**src/rtl/adc_scan_ctrl.sv**
```systemverilog
// adc_scan_ctrl: scans three analog channels through a shared A/D converter.
// Each sample is captured into R0..R2. After the third capture the controller
// presents the smallest sample and its channel index to a consumer, using a
// dav_/rfd four-phase handshake.
// Optional feature macro ADC_SCAN_TIMEOUT_EN: bounds every EOC wait to
// TIMEOUT_CYCLES. On expiry the sample is forced to 0xFF and a sticky err is set.
module adc_scan_ctrl #(
    parameter int unsigned TIMEOUT_CYCLES = 255
) (
    input  logic       clock,
    input  logic       reset,
    output logic       soc,
    input  logic       eoc,
    input  logic [7:0] x,
    output logic [1:0] sel,
    output logic [7:0] min,
    output logic [1:0] chan,
    output logic       dav_,
    input  logic       rfd
`ifdef ADC_SCAN_TIMEOUT_EN
    ,
    output logic       err
`endif
);

    typedef enum logic [2:0] {
        START,
        WAIT_LO,
        WAIT_HI,
        LOAD,
        PRESENT,
        ACK
    } state_t;

    // Reject an out-of-range wait limit when the design is elaborated.
    if (TIMEOUT_CYCLES < 1 || TIMEOUT_CYCLES > 255) begin : g_bad_timeout
        $error("adc_scan_ctrl: TIMEOUT_CYCLES must be in 1..255");
    end

    state_t     state_q, state_d;
    logic       soc_q, soc_d;
    logic [1:0] sel_q, sel_d;
    logic [7:0] min_q, min_d;
    logic [1:0] chan_q, chan_d;
    logic       dav_q, dav_d;
    logic [7:0] r_q [3];
    logic [7:0] r_d [3];

    logic       capture;
    logic [7:0] cap_val;
    logic [7:0] lo_val;
    logic [1:0] lo_idx;

`ifdef ADC_SCAN_TIMEOUT_EN
    localparam logic [7:0] TMO_LIMIT = TIMEOUT_CYCLES[7:0];
    logic [7:0] cnt_q, cnt_d;
    logic       err_q, err_d;
`endif

    // Smallest of the three registered samples; strict compare keeps the lowest index on ties.
    always_comb begin
        lo_val = r_q[0];
        lo_idx = 2'd0;
        if (r_q[1] < lo_val) begin
            lo_val = r_q[1];
            lo_idx = 2'd1;
        end
        if (r_q[2] < lo_val) begin
            lo_val = r_q[2];
            lo_idx = 2'd2;
        end
    end

    // Next-state and registered-output logic of the scan/handshake controller.
    always_comb begin
        state_d = state_q;
        soc_d   = soc_q;
        sel_d   = sel_q;
        min_d   = min_q;
        chan_d  = chan_q;
        dav_d   = dav_q;
        r_d     = r_q;
        capture = 1'b0;
        cap_val = x;
`ifdef ADC_SCAN_TIMEOUT_EN
        cnt_d   = cnt_q;
        err_d   = err_q;
`endif
        case (state_q)
            START: begin
                soc_d   = 1'b1;
                state_d = WAIT_LO;
`ifdef ADC_SCAN_TIMEOUT_EN
                cnt_d   = '0;
`endif
            end
            WAIT_LO: begin
                if (!eoc) begin
                    soc_d   = 1'b0;
                    state_d = WAIT_HI;
`ifdef ADC_SCAN_TIMEOUT_EN
                    cnt_d   = '0;
`endif
                end
`ifdef ADC_SCAN_TIMEOUT_EN
                else if (cnt_q == TMO_LIMIT) begin
                    capture = 1'b1;
                    cap_val = 8'hFF;
                    soc_d   = 1'b0;
                    err_d   = 1'b1;
                end else begin
                    cnt_d = cnt_q + 8'd1;
                end
`endif
            end
            WAIT_HI: begin
                if (eoc) begin
                    capture = 1'b1;
                end
`ifdef ADC_SCAN_TIMEOUT_EN
                else if (cnt_q == TMO_LIMIT) begin
                    capture = 1'b1;
                    cap_val = 8'hFF;
                    err_d   = 1'b1;
                end else begin
                    cnt_d = cnt_q + 8'd1;
                end
`endif
            end
            LOAD: begin
                min_d   = lo_val;
                chan_d  = lo_idx;
                dav_d   = 1'b0;
                state_d = PRESENT;
            end
            PRESENT: begin
                if (rfd) begin
                    dav_d   = 1'b1;
                    state_d = ACK;
                end
            end
            ACK: begin
                if (!rfd) begin
                    sel_d   = 2'd0;
                    state_d = START;
                end
            end
            default: state_d = START;
        endcase

        // Real and timed-out captures share one path so the scan continues identically.
        if (capture) begin
            r_d[sel_q] = cap_val;
            if (sel_q < 2'd2) begin
                sel_d   = sel_q + 2'd1;
                state_d = START;
            end else begin
                state_d = LOAD;
            end
        end
    end

    // State and output registers; synchronous reset overrides every transition.
    always_ff @(posedge clock) begin
        if (reset) begin
            state_q <= START;
            soc_q   <= 1'b0;
            sel_q   <= 2'd0;
            min_q   <= '0;
            chan_q  <= 2'd0;
            dav_q   <= 1'b1;
            r_q     <= '{default: '0};
`ifdef ADC_SCAN_TIMEOUT_EN
            cnt_q   <= '0;
            err_q   <= 1'b0;
`endif
        end else begin
            state_q <= state_d;
            soc_q   <= soc_d;
            sel_q   <= sel_d;
            min_q   <= min_d;
            chan_q  <= chan_d;
            dav_q   <= dav_d;
            r_q     <= r_d;
`ifdef ADC_SCAN_TIMEOUT_EN
            cnt_q   <= cnt_d;
            err_q   <= err_d;
`endif
        end
    end

    assign soc  = soc_q;
    assign sel  = sel_q;
    assign min  = min_q;
    assign chan = chan_q;
    assign dav_ = dav_q;
`ifdef ADC_SCAN_TIMEOUT_EN
    assign err  = err_q;
`endif

endmodule

```
**config.mk**
```make
export PLATFORM = sky130hd
export DESIGN_NAME = adc_scan_ctrl
export DESIGN_NICKNAME = d
export VERILOG_FILES = /design/src/rtl/adc_scan_ctrl.sv
export SDC_FILE = /design/constraint.sdc
export NUM_CORES = 1
export LEC_CHECK = 0
export ABC_AREA = 1
export CAP_MARGIN = 30
export CORE_UTILIZATION = 45
export DETAILED_ROUTE_END_ITERATION = 8
export GPL_ROUTABILITY_DRIVEN = 0
export GPL_TIMING_DRIVEN = 0
export PLACE_DENSITY = 0.67
export SLEW_MARGIN = 20
export SYNTH_ARGS = -nofsm -noshare
export SYNTH_HDL_FRONTEND = slang
export SYNTH_SLANG_ARGS = --single-unit
```
**constraint.sdc**
```tcl
create_clock -name clock -period 3.1 [get_ports clock]
set_input_delay 0.31 -clock clock [delete_from_list [all_inputs] [get_ports clock]]
set_output_delay 0.31 -clock clock [all_outputs]
set_load 0.05 [all_outputs]
```
# Yosys cells after proc, flatten, opt, wreduce, memory -nomap -nowiden
# Cells that the tools add are included.
[totals]
ff_bits = 41
input_bits = 12
out_inout_bits = 14
elab_cells = 57
[op_classes]
n_addsub = 1
magnitude_cmp = 5
n_eq_ne = 11
muxes = 23
n_bitwise = 1
reduce_logical = 7
[ops]
columns = ["op", "count"]
rows = [
  ["$bwmux W24", 1],
  ["$mux W8", 3],
  ["$pmux W3 S6", 1],
  ["$demux W8 S2", 1],
  ["$lt A8 B8 Y1", 2],
  ["$mux W2", 6],
  ["$mux W3", 4],
  ["$ne A3 B3 Y1 const B", 3],
  ["$eq A3 B2 Y1 const B", 2],
  ["$eq A3 B3 Y1 const B", 2],
  ["$ne A2 B2 Y1 const B", 3],
  ["$mux W1", 5],
  ["$pmux W1 S2", 2],
  ["$reduce_and A2 Y1", 2],
  ["$reduce_and A4 Y1", 1],
  ["$reduce_bool A2 Y1", 2],
  ["$eq A3 B1 Y1 const B", 1],
  ["$ge A3 B3 Y1 const B", 1],
  ["$logic_not A3 Y1", 1],
  ["$lt A3 B1 Y1 const B", 1],
  ["$not A2 Y3", 1],
  ["$add A2 B1 Y2 const B", 1],
  ["$lt A2 B2 Y1 const B", 1],
  ["$logic_and A1 B1 Y1", 1],
]

# Logic depth before layout (Yosys ltp)
[depth]
ltp_word = 6
depth_mapped = 21
depth_no_buf = 20

# Least setup slack after synthesis
# OpenSTA, ideal clock, no wires.
[synth_path]
path_type = "register -> register"
startpoint = "register r_q[23] in the netlist's numbering"
endpoint = "register min_q[0], in the netlist min[0]"
setup_time_ns = 0.070
t_arrival_ns = 2.586
t_required_ns = 3.030
setup_slack_ns = 0.444
path_stages_with_launch = 19
path_buffers = 1
synth_period_minus_slack_ns = 2.656
path_cell_list = "dfxtp_1 > inv_1 > ha_1 > nand2_1 > inv_1 > nor2_1 > o21a_1 > nand2_4 > buf_2 > nand2_1 > o21ai_1 > ha_1 > nand2_1 > nor2_1 > a211oi_4 > nand2_8 > nand2_2 > nand3_2 > a21oi_2"
[synth_between]
elab_chain_cells = 4
[synth_rtl]
columns = ["item", "line", "source"]
rows = [
  ["from (decl)", "46", "logic [7:0] r_q [3];"],
  ["from (signal assigned)", "184", "r_q <= r_d;"],
  ["$lt A8 B8 Y1", "64", "if (r_q[1] < lo_val) begin"],
  ["$mux W8 *", "64", ""],
  ["$lt A8 B8 Y1", "68", "if (r_q[2] < lo_val) begin"],
  ["$mux W8 *", "68", ""],
  ["to (signal assigned)", "181", "min_q <= min_d;"],
  ["to (decl)", "43", "logic [7:0] min_q, min_d;"],
]
# Mark *: on every way between the ends. The rest lies on a longest branch, timed or not.
# A chain may end at the register's enable or synchronous reset.

# Worst setup path after layout
[layout_path]
startpoint = "register r_q[23] in the netlist's numbering"
endpoint = "register min_q[7], in the netlist min[7]"
# Same word-level chain as after synthesis.

==> flow_metrics.env <==
export IMPL_status="finished, violations left"
export IMPL_violations="DRC"
export IMPL_synth_area_um2=2150
export IMPL_layout_commonest_cell="dfxtp_1"
export IMPL_yosys_warnings=0
export IMPL_maxSlewViolCount=0
export IMPL_start_util_pct=48.0
export IMPL_rsz0062_at_grt="no"
export IMPL_use_met2_pct=31.2
export IMPL_track_usage_pct=19.6
export IMPL_layout_nets=340
export IMPL_criticalPathCategory="register to register"
export IMPL_finalSetupTns_ns=0
export IMPL_vias_per_cell=5.00
export IMPL_cts_clk_slew_worst_paths_ns=0.07
export IMPL_mostFrequentLayoutCells="dfxtp_1 (41), nand2_1 (37), o21ai_1 (36)"
export IMPL_final_cells=367
export IMPL_ys_seq_area_share_pct=38.2
export IMPL_pre_cts_slack_ns=0.000913
export IMPL_die_x_um=71.1
export IMPL_drive_gt1_share_pct=16.8
export IMPL_tightest_slew_ns=0.645
export IMPL_place_hpwl_um=3500
export IMPL_holdCritStartpoint="chan[0]$_SDFFE_PP0P_"
export IMPL_regToRegStartpoint="r_q[23]$_SDFFE_PP0P_"
export IMPL_design_core_area_um2=4470
export IMPL_fin_ws_ns=0.202
export IMPL_fin_crit_ns=2.90
export IMPL_start_kind="register"
export IMPL_leakage_nw=1.06
export IMPL_grt_ovfl_total=0
export IMPL_cap_violations=0
export IMPL_cts_sinks=41
export IMPL_ctsHoldBuffers=0
export IMPL_root_buffer="clkbuf_8"
export IMPL_finalWirelength_um=4430
export IMPL_cts_tree="done"
export IMPL_hold_path_class="register to register"
export IMPL_startpoint="r_q[23]$_SDFFE_PP0P_"
export IMPL_clock_latency_ns=0.29
export IMPL_grt_use_met3_pct=5.13
export IMPL_rows=24
export IMPL_area_delta_synth_final_pct=20.0
export IMPL_busiest_layer="met2"
export IMPL_finClkSkew_ns=0.00405
export IMPL_setup_viol=0
export IMPL_antenna_found_initial=0
export IMPL_cts_buffers=5
export IMPL_drt_iter0_drc=55
export IMPL_ant_nets=0
export IMPL_route_detailed_drc=5
export IMPL_htree_levels=2
export IMPL_hold_violations=0
export IMPL_syn_num_nets=306
export IMPL_die_h_um=71.1
export IMPL_grt_pass1_vias=1690
export IMPL_port_buffers=25
export IMPL_period_share_pct=93.5
export IMPL_num_vias=1836
export IMPL_drtPass1Iterations=6
export IMPL_slew_headroom_pct=57.0
export IMPL_grt_max_degree=12
export IMPL_avgRoutedWirePerCell_um=12.1
export IMPL_cp_required_ns=3.33
export IMPL_p_per_area_nw_per_um2=878
export IMPL_placedCellCount=357
export IMPL_syn_avg_cell_area_um2=7.67
export IMPL_ys_ff_latch=41
export IMPL_max_vdd_ir_drop_mv=0.351
export IMPL_max_freq_ghz=0.345
export IMPL_worstSetupEndpointType="register"
export IMPL_ctsLongestPathBuffers=2
export IMPL_synth_cells=280
export IMPL_worstPathArrival_ns=3.13
export IMPL_io_pins=26
export IMPL_met1_usage_pct=26.1
export IMPL_critPathMaxFanout=10
export IMPL_num_antenna_cells=0
export IMPL_synth_cell_types=27
export IMPL_grt_pass1_wl_um=7650
export IMPL_die_area_um2=5050
per-layer routing:
layer | wire (µm) | vias to the layer above
li1 | - | 1001
met1 | 2260 | 803
met2 | 1960 | 27
met3 | 151 | 5
met4 | 57 | 0
met5 | 0 | -
sequential cells by signal, summed over array words and instances (netlist names):
name / cells
chan: 2
sel: 2
state_q: 3
min: 8
r_q: 24
soc: 1
dav_: 1
per-stage QoR:
step / power [mW] / hold WS (ns) / utilization, % / cell area [µm²]
2_1_floorplan: 1.66 / 0.372 / - / 2150
4_1_cts: 2.26 / 0.466 / 57.3 / 2560
6_report: 2.26 / 0.464 / 57.6 / 2580
3_3_place_gp: 1.90 / 0.451 / 55.0 / 2460
3_5_place_dp: 1.93 / 0.455 / 55.0 / 2460
5_1_grt: 2.44 / 0.491 / 57.6 / 2580
layout make-up:
class | count | area (µm²)
fill | 434 | 1900
multi-input combinational | 194 | 1160
sequential | 41 | 821
timing repair buffer | 27 | 278
inverter | 37 | 139
clock buffer | 8 | 80.1
tap | 52 | 65.1
buffer | 8 | 37.5
Yosys cell counts, drive strengths merged:
cell type	instances	area, µm²
o21a	1	7.51
a21oi	34	200
nand2	51	255
nor2	25	101
nand4	1	6.26
clkinv	1	3.75
nor3	4	20.0
dfxtp	41	821
nand3	19	140
a31oi	3	18.8
a211oi	2	27.5
o21ai	40	200
clkbuf	6	26.3
ha	14	175
buf	2	8.75
inv	36	135
power breakdown:
group | total [mW] | leakage, nW | internal [mW] | switching, mW
Clock | 0.333 | 0.0395 | 0.160 | 0.173
Sequential | 0.613 | 0.332 | 0.580 | 0.0326
Combinational | 1.32 | 0.684 | 0.425 | 0.892
Total | 2.26 | 1.06 | 1.17 | 1.10
worst max-delay path, cell delays in order (launching register included):
cell,delay (ns)
dfxtp_1,0.31
inv_1,0.06
ha_1,0.29
nand2_1,0.07
nor2_1,0.15
nand2_2,0.12
nand2_4,0.13
clkbuf_4,0.22
nand2_1,0.06
o21ai_1,0.16
ha_1,0.32
nand2_1,0.10
nor2_1,0.07
a211oi_4,0.24
buf_12,0.16
nand2_8,0.08
nand2_2,0.07
nand3_2,0.08
a21oi_2,0.11
cells by family after synthesis:
| family | after synthesis | share of synthesized area, % |
|---|---|---|
| flip-flops | 41 | 38.2 |
| buffers and inverters | 45 | 8.10 |
| adder cells (fa/ha/maj) | 14 | 8.16 |
| AO/OA/AOI/OAI | 80 | 21.2 |
| AND/OR/NAND/NOR | 100 | 24.4 |
final timing paths:
path / slack, ns / endpoint / cells after the start
max: 0.20 / min[7]$_SDFFE_PP0P_ / 18
min: 0.46 / chan[0]$_SDFFE_PP0P_ / 2
max reg2reg: 0.20 / min[7]$_SDFFE_PP0P_ / 18
min reg2reg: 0.46 / chan[0]$_SDFFE_PP0P_ / 2
what timing repair did:
| action | CTS | global route |
|---|---|---|
| setup buffers | 1 | 1 |
| endpoints found under the setup margin | 9 | 9 |
| gates cloned | 0 | 0 |
| gates resized for setup | 0 | 3 |
| pin swaps | 1 | 0 |
Power figures use the tool's default switching activity.
